===== config.mk =====
export PLATFORM = sky130hd
export DESIGN_NAME = regfile_mp_flat
export DESIGN_NICKNAME = d
export VERILOG_FILES = /design/src/rtl/regfile_pkg.sv /design/src/rtl/regfile_if.sv /design/src/rtl/regfile_clear_seq.sv /design/src/rtl/regfile_mp.sv /design/src/flat_wrapper.sv
export SDC_FILE = /design/constraint.sdc
export NUM_CORES = 2
export LEC_CHECK = 0
export CAP_MARGIN = 20
export CORE_MARGIN = 3
export CORE_UTILIZATION = 40
export CTS_CLUSTER_SIZE = 16
export DETAILED_ROUTE_END_ITERATION = 10
export HOLD_SLACK_MARGIN = 0.15
export PLACE_DENSITY = 0.64
export REMOVE_ABC_BUFFERS = 1
export SLEW_MARGIN = 20
export SYNTH_ARGS = -nofsm -noshare
export SYNTH_HDL_FRONTEND = slang
export SYNTH_SLANG_ARGS = --single-unit
export TNS_END_PERCENT = 50

===== constraint.sdc =====
create_clock -name clk -period 3.8 [get_ports clk]
set_input_delay 0.38 -clock clk [delete_from_list [all_inputs] [get_ports clk]]
set_output_delay 0.38 -clock clk [all_outputs]
set_load 0.01 [all_outputs]

===== src/rtl/regfile_pkg.sv =====
// Shared types and defaults for the multi-port integer register file.
// The decode and writeback stages import the same defaults.
package regfile_pkg;

    localparam int XLEN_DEF = 32;
    localparam int NREG_DEF = 32;

    typedef enum logic [0:0] {
        ST_CLEAR = 1'b0,
        ST_RUN   = 1'b1
    } state_e;

    // At least one address bit, even for a degenerate single-entry file.
    function automatic int addr_width(input int n);
        return (n > 1) ? $clog2(n) : 1;
    endfunction

endpackage


===== src/rtl/regfile_if.sv =====
// Read/write bundle between the pipeline stages (master) and the register file (slave).
// Handshake: there is no backpressure. Writes are accepted on any rising edge where ready = 1; reads are purely combinational.
interface regfile_if
    import regfile_pkg::*;
#(
    parameter int XLEN = XLEN_DEF,
    parameter int NREG = NREG_DEF,
    parameter int NRD  = 2
);
    localparam int AW = addr_width(NREG);

    logic [NRD*AW-1:0]   rd_addr;
    logic [NRD*XLEN-1:0] rd_data;
    logic [AW-1:0]       wa0;
    logic [XLEN-1:0]     wd0;
    logic                we0;
    logic [AW-1:0]       wa1;
    logic [XLEN-1:0]     wd1;
    logic                we1;
    logic                ready;
    logic                wr_collision;
    state_e              dbg_state;

    modport master (
        output rd_addr, wa0, wd0, we0, wa1, wd1, we1,
        input  rd_data, ready, wr_collision, dbg_state
    );

    modport slave (
        input  rd_addr, wa0, wd0, we0, wa1, wd1, we1,
        output rd_data, ready, wr_collision, dbg_state
    );
endinterface


===== src/rtl/regfile_clear_seq.sv =====
// Post-reset clear sweep: walks every register address once, then raises ready.
// State is exported so checkers can follow the sweep directly.
module regfile_clear_seq
    import regfile_pkg::*;
#(
    parameter int NREG = NREG_DEF,
    parameter int AW   = addr_width(NREG)
) (
    input  logic          clk,
    input  logic          rst,
    output logic          clr_en,
    output logic [AW-1:0] clr_addr,
    output logic          ready,
    output state_e        state
);
    localparam logic [AW-1:0] LAST = AW'(NREG - 1);

    state_e        state_q, state_d;
    logic [AW-1:0] cnt_q, cnt_d;
    logic          ready_q, ready_d;

    always_ff @(posedge clk) begin
        state_q <= state_d;
        cnt_q   <= cnt_d;
        ready_q <= ready_d;
    end

    always_comb begin
        state_d  = state_q;
        cnt_d    = cnt_q;
        ready_d  = ready_q;
        clr_en   = 1'b0;
        clr_addr = cnt_q;
        if (rst) begin
            state_d = ST_CLEAR;
            cnt_d   = '0;
            ready_d = 1'b0;
        end else begin
            case (state_q)
                ST_CLEAR: begin
                    clr_en = 1'b1;
                    cnt_d  = cnt_q + 1'b1;
                    if (cnt_q == LAST) begin
                        state_d = ST_RUN;
                        ready_d = 1'b1;
                        cnt_d   = '0;
                    end
                end
                default: ;
            endcase
        end
    end

    assign ready = ready_q;
    assign state = state_q;

endmodule


===== src/rtl/regfile_mp.sv =====
// Multi-port integer register file: two write ports (port 1 wins), NRD
// combinational read ports with write-first bypass, optional hardwired x0.
module regfile_mp
    import regfile_pkg::*;
#(
    parameter int XLEN     = XLEN_DEF,
    parameter int NREG     = NREG_DEF,
    parameter int NRD      = 2,
    parameter int ZERO_REG = 1,
    parameter int AW       = addr_width(NREG)
) (
    input  logic       clk,
    input  logic       rst,
    regfile_if.slave   bus
);
    localparam logic [AW:0] NREG_L = (AW+1)'(NREG);

    logic [XLEN-1:0] mem [NREG];
    logic            clr_en;
    logic [AW-1:0]   clr_addr;
    logic            ready;
    logic            wr0_ok, wr1_ok;
    logic            col_q;

    regfile_clear_seq #(.NREG(NREG), .AW(AW)) u_clear_seq (
        .clk      (clk),
        .rst      (rst),
        .clr_en   (clr_en),
        .clr_addr (clr_addr),
        .ready    (ready),
        .state    (bus.dbg_state)
    );

    function automatic logic addr_ok(input logic [AW-1:0] a);
        return ({1'b0, a} < NREG_L) && !((ZERO_REG != 0) && (a == '0));
    endfunction

    assign wr0_ok = ready && bus.we0 && addr_ok(bus.wa0);
    assign wr1_ok = ready && bus.we1 && addr_ok(bus.wa1);

    // Port 1 is written last so it overrides port 0 on a shared address.
    always_ff @(posedge clk) begin
        if (clr_en) begin
            mem[clr_addr] <= '0;
        end else begin
            if (wr0_ok) mem[bus.wa0] <= bus.wd0;
            if (wr1_ok) mem[bus.wa1] <= bus.wd1;
        end
    end

    always_ff @(posedge clk) begin
        if (rst) col_q <= 1'b0;
        else     col_q <= wr0_ok && wr1_ok && (bus.wa0 == bus.wa1);
    end

    for (genvar i = 0; i < NRD; i++) begin : g_rd
        logic [AW-1:0]   ra;
        logic [XLEN-1:0] val;
        assign ra = bus.rd_addr[i*AW +: AW];
        always_comb begin
            val = '0;
            if (ready && addr_ok(ra)) begin
                if (wr1_ok && bus.wa1 == ra)      val = bus.wd1;
                else if (wr0_ok && bus.wa0 == ra) val = bus.wd0;
                else                              val = mem[ra];
            end
        end
        assign bus.rd_data[i*XLEN +: XLEN] = val;
    end

    assign bus.ready        = ready;
    assign bus.wr_collision = col_q;

endmodule

===== src/flat_wrapper.sv =====
// flat-port wrapper written by rule: the top's interface ports become plain ports
module regfile_mp_flat import regfile_pkg::*;
#(
    parameter int XLEN     = XLEN_DEF,
    parameter int NREG     = NREG_DEF,
    parameter int NRD      = 2,
    parameter int ZERO_REG = 1,
    parameter int AW       = addr_width(NREG)
)
  (clk, rst, bus_rd_addr, bus_wa0, bus_wd0, bus_we0, bus_wa1, bus_wd1, bus_we1, bus_rd_data, bus_ready, bus_wr_collision, bus_dbg_state);
  regfile_if #(.XLEN(XLEN), .NREG(NREG), .NRD(NRD)) bus_i ();
  input  logic clk;
  input  logic rst;
  input wire logic [$bits(bus_i.rd_addr)-1:0] bus_rd_addr;
  input wire logic [$bits(bus_i.wa0)-1:0] bus_wa0;
  input wire logic [$bits(bus_i.wd0)-1:0] bus_wd0;
  input wire logic [$bits(bus_i.we0)-1:0] bus_we0;
  input wire logic [$bits(bus_i.wa1)-1:0] bus_wa1;
  input wire logic [$bits(bus_i.wd1)-1:0] bus_wd1;
  input wire logic [$bits(bus_i.we1)-1:0] bus_we1;
  output wire logic [$bits(bus_i.rd_data)-1:0] bus_rd_data;
  output wire logic [$bits(bus_i.ready)-1:0] bus_ready;
  output wire logic [$bits(bus_i.wr_collision)-1:0] bus_wr_collision;
  output wire logic [$bits(bus_i.dbg_state)-1:0] bus_dbg_state;
  assign bus_i.rd_addr = bus_rd_addr;
  assign bus_i.wa0 = bus_wa0;
  assign bus_i.wd0 = bus_wd0;
  assign bus_i.we0 = bus_we0;
  assign bus_i.wa1 = bus_wa1;
  assign bus_i.wd1 = bus_wd1;
  assign bus_i.we1 = bus_we1;
  assign bus_rd_data = bus_i.rd_data;
  assign bus_ready = bus_i.ready;
  assign bus_wr_collision = bus_i.wr_collision;
  assign bus_dbg_state = bus_i.dbg_state;
  regfile_mp #(.XLEN(XLEN), .NREG(NREG), .NRD(NRD), .ZERO_REG(ZERO_REG), .AW(AW)) u_core (.clk(clk), .rst(rst), .bus(bus_i));
endmodule

# --- Word level (Yosys, flattened, before mapping) ---
# Memories as Yosys holds them, arrays and structs flattened.
# Cells that the tools add are included.
classes:
  addsub: 1
  eq_ne: 6
  n_mux: 22
  bitwise_logic: 1
  n_reduce_logical: 22
op_table:
  columns: ["operator", "n"]
  rows:
  - ["$mux W32", 7]
  - ["$reduce_or A32 Y1", 1]
  - ["$eq A5 B5 Y1", 5]
  - ["$logic_not A5 Y1", 4]
  - ["$mux W1", 13]
  - ["$logic_and A1 B1 Y1", 12]
  - ["$mux W5", 2]
  - ["$add A5 B1 Y5 const B", 1]
  - ["$eq A5 B5 Y1 const B", 1]
  - ["$logic_not A1 Y1", 4]
  - ["$reduce_and A2 Y1", 1]
  - ["$not A1 Y1", 1]
totals:
  register_bits: 8
  ram_bits: 1024
  input_bits: 88
  output_inout_bits: 67
  word_cells: 57
  mem_count: 1
mem_list:
  columns: ["memory", "words", "word_bits", "rd", "rd_ports_with_merged_regs", "write_ports", "line_no", "rtl"]
  rows:
  - ["u_core.mem", 32, 32, 2, 0, 2, "regfile_mp.sv:18", "logic [XLEN-1:0] mem [NREG];"]

# --- Longest topological paths before layout ---
logic_depth:
  depth_word: 8
  mapped_depth: 9
  depth_no_buf: 6

# --- Modules after synthesis ---
# Synthesis repeated with hierarchy kept, for this count alone.
hier_totals:
  cells_unflattened: 5611
  hier_area_um2: 60429.2
modules_own_cells:
  columns: ["mod", "n_inst", "cells_per_inst", "area_per_inst_um2", "seq_area_each_um2"]
  rows:
  - ["regfile_mp", 1, 5576, 60118.9, 30769.5]
  - ["regfile_clear_seq", 1, 35, 310.3, 140.1]

# --- Least setup slack after synthesis ---
# Ideal clock, no wire load.
synth_path:
  path_type: "register to register"
  start: "register u_core.u_clear_seq.ready_q (netlist: u_core.u_clear_seq.ready)"
  end: "memory u_core.mem[10][0] in the netlist's numbering (enable)"
  setup_ns: 0.433
  t_arrival_ns: 3.268
  slack_ns: 0.099
  path_stages_with_launch: 9
  path_buffers: 4
  synth_period_minus_slack_ns: 3.701
  cell_sequence: "dfxtp_1 -> buf_2 -> o21ai_1 -> a211oi_2 -> buf_2 -> buf_6 -> buf_6 -> a41oi_1 -> o22ai_1"
synth_lines:
  columns: ["item", "line_no", "rtl"]
  rows:
  - ["from (decl)", "regfile_clear_seq.sv:20", "logic ready_q, ready_d;"]
  - ["from (signal assigned)", "regfile_clear_seq.sv:25", "ready_q <= ready_d;"]
  - ["to (decl)", "regfile_mp.sv:18", null]

# --- Final worst setup path ---
layout_path:
  start: "input port bus_rd_addr[1]"
  end: "output port bus_rd_data[31]"
layout_via:
  elab_chain_len: 5
  elab_cells_between_ends: 11
layout_rtl:
  columns: ["item", "line_no", "rtl"]
  rows:
  - ["from (decl)", "flat_wrapper.sv:14", "input wire logic [$bits(bus_i.rd_addr)-1:0] bus_rd_addr;"]
  - ["parallel branches: the longest is 4 deep, another holds $mem_v2 Z32 W32", null, null]
  - ["$mux W32 *", "regfile_mp.sv:62", "if (ready && addr_ok(ra)) begin"]
  - ["to (decl)", "flat_wrapper.sv:21", "output wire logic [$bits(bus_i.rd_data)-1:0] bus_rd_data;"]
# Mark *: on every way between the ends.

==> results.json <==
{
  "crit_slowest_cell": "clkdlybuf4s50_1",
  "p_int_mw": 18.9,
  "synth.top_cell.area_share": 0.515,
  "htree_levels": 3,
  "core_area_mm2": 0.148,
  "p_total_mw": 24.8,
  "power_frac_seq": 0.501,
  "fin_setup_tns_ns": -0.0583,
  "worstMarginPinSlew_ns": 1.16,
  "antenna_found_initial": 8,
  "synth_ff_type": "edfxtp_1",
  "finalSetupViolCount": 1,
  "grt_pass1_vias": 44700,
  "hp-class": "input port to register",
  "status": "complete, but fails checks",
  "cellPowerDensity_mw_per_mm2": 359,
  "setup.worst_path.class": "input port to output port",
  "vias": 47100,
  "min_period_over_period": 1.02,
  "viasPerCell": 6.54,
  "drt-met1-wl_mm": 79.8,
  "grtUsageTotal": 0.288,
  "clock.fmax_mhz": 259,
  "fp-row-count": 141,
  "place_ws_ns": 0.0517,
  "cts_buffers": 109,
  "grt_max_degree": 65,
  "ff_latch_area_mm2": 0.0309,
  "reg2reg_from": "u_core.u_clear_seq.state$_SDFF_PP0_",
  "timing.final.crit_period_ns": 3.86,
  "slew_headroom": 0.227,
  "syn_area_per_cell_um2": 11.5,
  "max_cap_viol_count": 0,
  "drive_gt1_frac": 0.195,
  "startpoint": "bus_rd_addr[1]",
  "die-area_mm2": 0.154,
  "violations": "negative setup slack",
  "drc": 0,
  "initial_utilization": 0.403,
  "area_growth_pct": 15.8,
  "die-height_um": 392,
  "netlist_instances": 5170,
  "multi_input_area_mm2": 0.0263,
  "clk_latency_ns": 0.72,
  "routabilityCongestion": 0.908,
  "cp_top_family": "buffers and inverters",
  "ir_drop_mv": 0.337,
  "die_x_um": 392,
  "cts_sinks": 1032,
  "ant_nets": 0,
  "hold_buffers": 0,
  "ys_seq_area_frac": 0.518,
  "skew_ns": 0.0222,
  "synthDistinctLibCells": 55,
  "route.met2.wl_mm": 102,
  "dr.pass1.iters": 6,
  "top_layer_used": "met5",
  "cts.reportedPaths.clkPinSlew_ns": 0.07,
  "synthesis.area_mm2": 0.0597,
  "synth.most_common_cell": "o21ai_0",
  "cts-root-buf": "clkbuf_16",
  "io_buffers": 154,
  "cp-start-kind": "input port",
  "synthTopCellsByArea": "edfxtp_1, mux4_2, o21ai_0",
  "crit_chain": "clkbuf_8 -> buf_12 -> buf_4 -> mux4_2 -> o21ai_0 -> nand4_1 -> a221o_1 -> clkdlybuf4s50_1",
  "hold_viol": 0,
  "worstPathArrival_ns": 3.48,
  "p_leak_nw": 24.1,
  "final.fill_count": 12900,
  "max_stage_delay_ns": 0.51,
  "finalWorstSetupSlack_ns": -0.0583,
  "drtIter0Drc": 7361,
  "synth_top_area_cell": "edfxtp_1",
  "crit_buf_inv": 4,
  "crit_fanout": 28,
  "dp_hpwl_mm": 144,
  "gr-total-overflow": 0,
  "routed_wl_mm": 226,
  "hp-start": "rst",
  "switching_share": 0.238,
  "io_pins": 155,
  "p_clk_frac": 0.414,
  "combPwrFrac": 0.086,
  "post_drt_wl_per_cell_um": 31.4,
  "met3WireLength_mm": 29.8,
  "p_switching_mw": 5.91,
  "synth_warnings": 0,
  "rsz0062_at_grt": "no",
  "synth_edf_count": 1024,
  "final_max_slew_viol_count": 0,
  "synthTopCellsByCount": "o21ai_0, nand2_1, edfxtp_1",
  "ctsLongestPathBuffers": 3,
  "cp.required_ns": 3.42,
  "num-nets-final": 5267,
  "ys_ff_latch": 1032,
  "grt_first_pass_wirelength_mm": 320,
  "cts_tree": "done",
  "worstSetupEndpointType": "output port",
  "synthArstFlopShare": 0
}
routing by layer:
metal	up-vias	global-route usage
met5	-	0
met4	4	0.161
met3	689	0.0680
met2	3538	0.447
met1	23100	0.373
li1	19700	-
final timing paths:
| kind | to | slack [ns] | cells after the start |
|---|---|---|---|
| setup / recovery | bus_rd_data[31] | -0.06 | 8 |
| hold reg to reg | u_core.u_clear_seq.clr_addr[3]$_SDFFE_PP0N_ | 0.57 | 2 |
| hold / removal | u_core.bus.wr_collision$_SDFF_PP0_ | 0.34 | 2 |
| setup reg to reg | u_core.mem[4][0]$_DFFE_PP_ | 0.87 | 5 |
what timing repair did:
action	CTS	global route
resized for setup	1	1
setup buffers	0	1
pin swaps	0	1
setup endpoints to repair	1	24
per-stage QoR:
stage,util,cells,hold slack [ns],area (µm²)
6_report,0.467,7190,0.338,69200
5_1_grt,0.467,7189,0.348,69200
4_1_cts,0.467,7188,0.287,69100
3_5_place_dp,0.445,6995,0.551,65800
3_3_place_gp,0.445,6995,0.558,65800
2_1_floorplan,-,4521,0.449,56800
power by group through the flow:
stage | combinational [mW] | sequential (mW) | clock (mW)
after floorplan | 0.712 | 12.7 | 0
after global placement | 2.07 | 12.7 | 0
after detailed placement | 2.08 | 12.7 | 0
after CTS | 2.08 | 12.4 | 10.3
after global routing | 2.18 | 12.4 | 10.8
final | 2.12 | 12.4 | 10.3
cell families after synthesis:
| group | share of synthesized area |
|---|---|
| buf+inv | 0.0520 |
| xor+xnor | 0.00367 |
| simple gates | 0.0918 |
| flops | 0.518 |
| compound gates | 0.146 |
| mux | 0.189 |
| fa+ha+maj | 0.000419 |
cell usage in the layout, fill, tap and decap left out, types with 4 or more instances in the layout:
master and n:
a31oi_1 6, xor2_1 19, clkinv_1 24, nor2_4 23
nor4_1 5, a221oi_1 124, a22oi_1 125, nand2b_1 6
nor3_2 16, buf_8 4, clkbuf_1 27, o21ai_0 1108
mux4_2 384, o21ai_1 14, inv_1 38, nor2_1 15
clkbuf_16 113, o22ai_4 16, nand4_1 67, mux2_2 4
nand2_1 1034, a21oi_1 9, dfxtp_1 8, a221o_1 62
o21bai_4 15, mux2i_1 256, xnor2_1 6, bufinv_16 5
buf_4 263, clkinvlp_4 4, clkdlybuf4s50_1 148, nor3_1 10
and2_1 63, buf_12 128, nor3b_1 4, edfxtp_1 1024
a41oi_1 4, o221ai_1 4, clkinv_2 18
worst reg2reg max path, cell delays in order, from the launching register on:
cell and delay, ns:
dfxtp_1 0.68, nor2_1 0.25, or4_1 0.92, nor2_4 0.24
buf_12 0.36, o21ai_0 0.22
area by class of cell:
class / count / share of cell area
timing repair buffer: 545 / 0.0882
inverter: 40 / 0.00217
sequential: 1032 / 0.447
antenna: 1 / 0.0000362
clock inverter: 53 / 0.00546
clock buffer: 140 / 0.0423
tap: 1930 / 0.0349
multi-input combinational: 3449 / 0.380
flip-flops by register name, summed over array words and instances, names as in the netlist:
register and count:
u_core.u_clear_seq.state 1, u_core.bus.wr_collision 1, u_core.mem 1024, u_core.u_clear_seq.ready 1, u_core.u_clear_seq.clr_addr 5
Power figures use the tool's default switching activity.
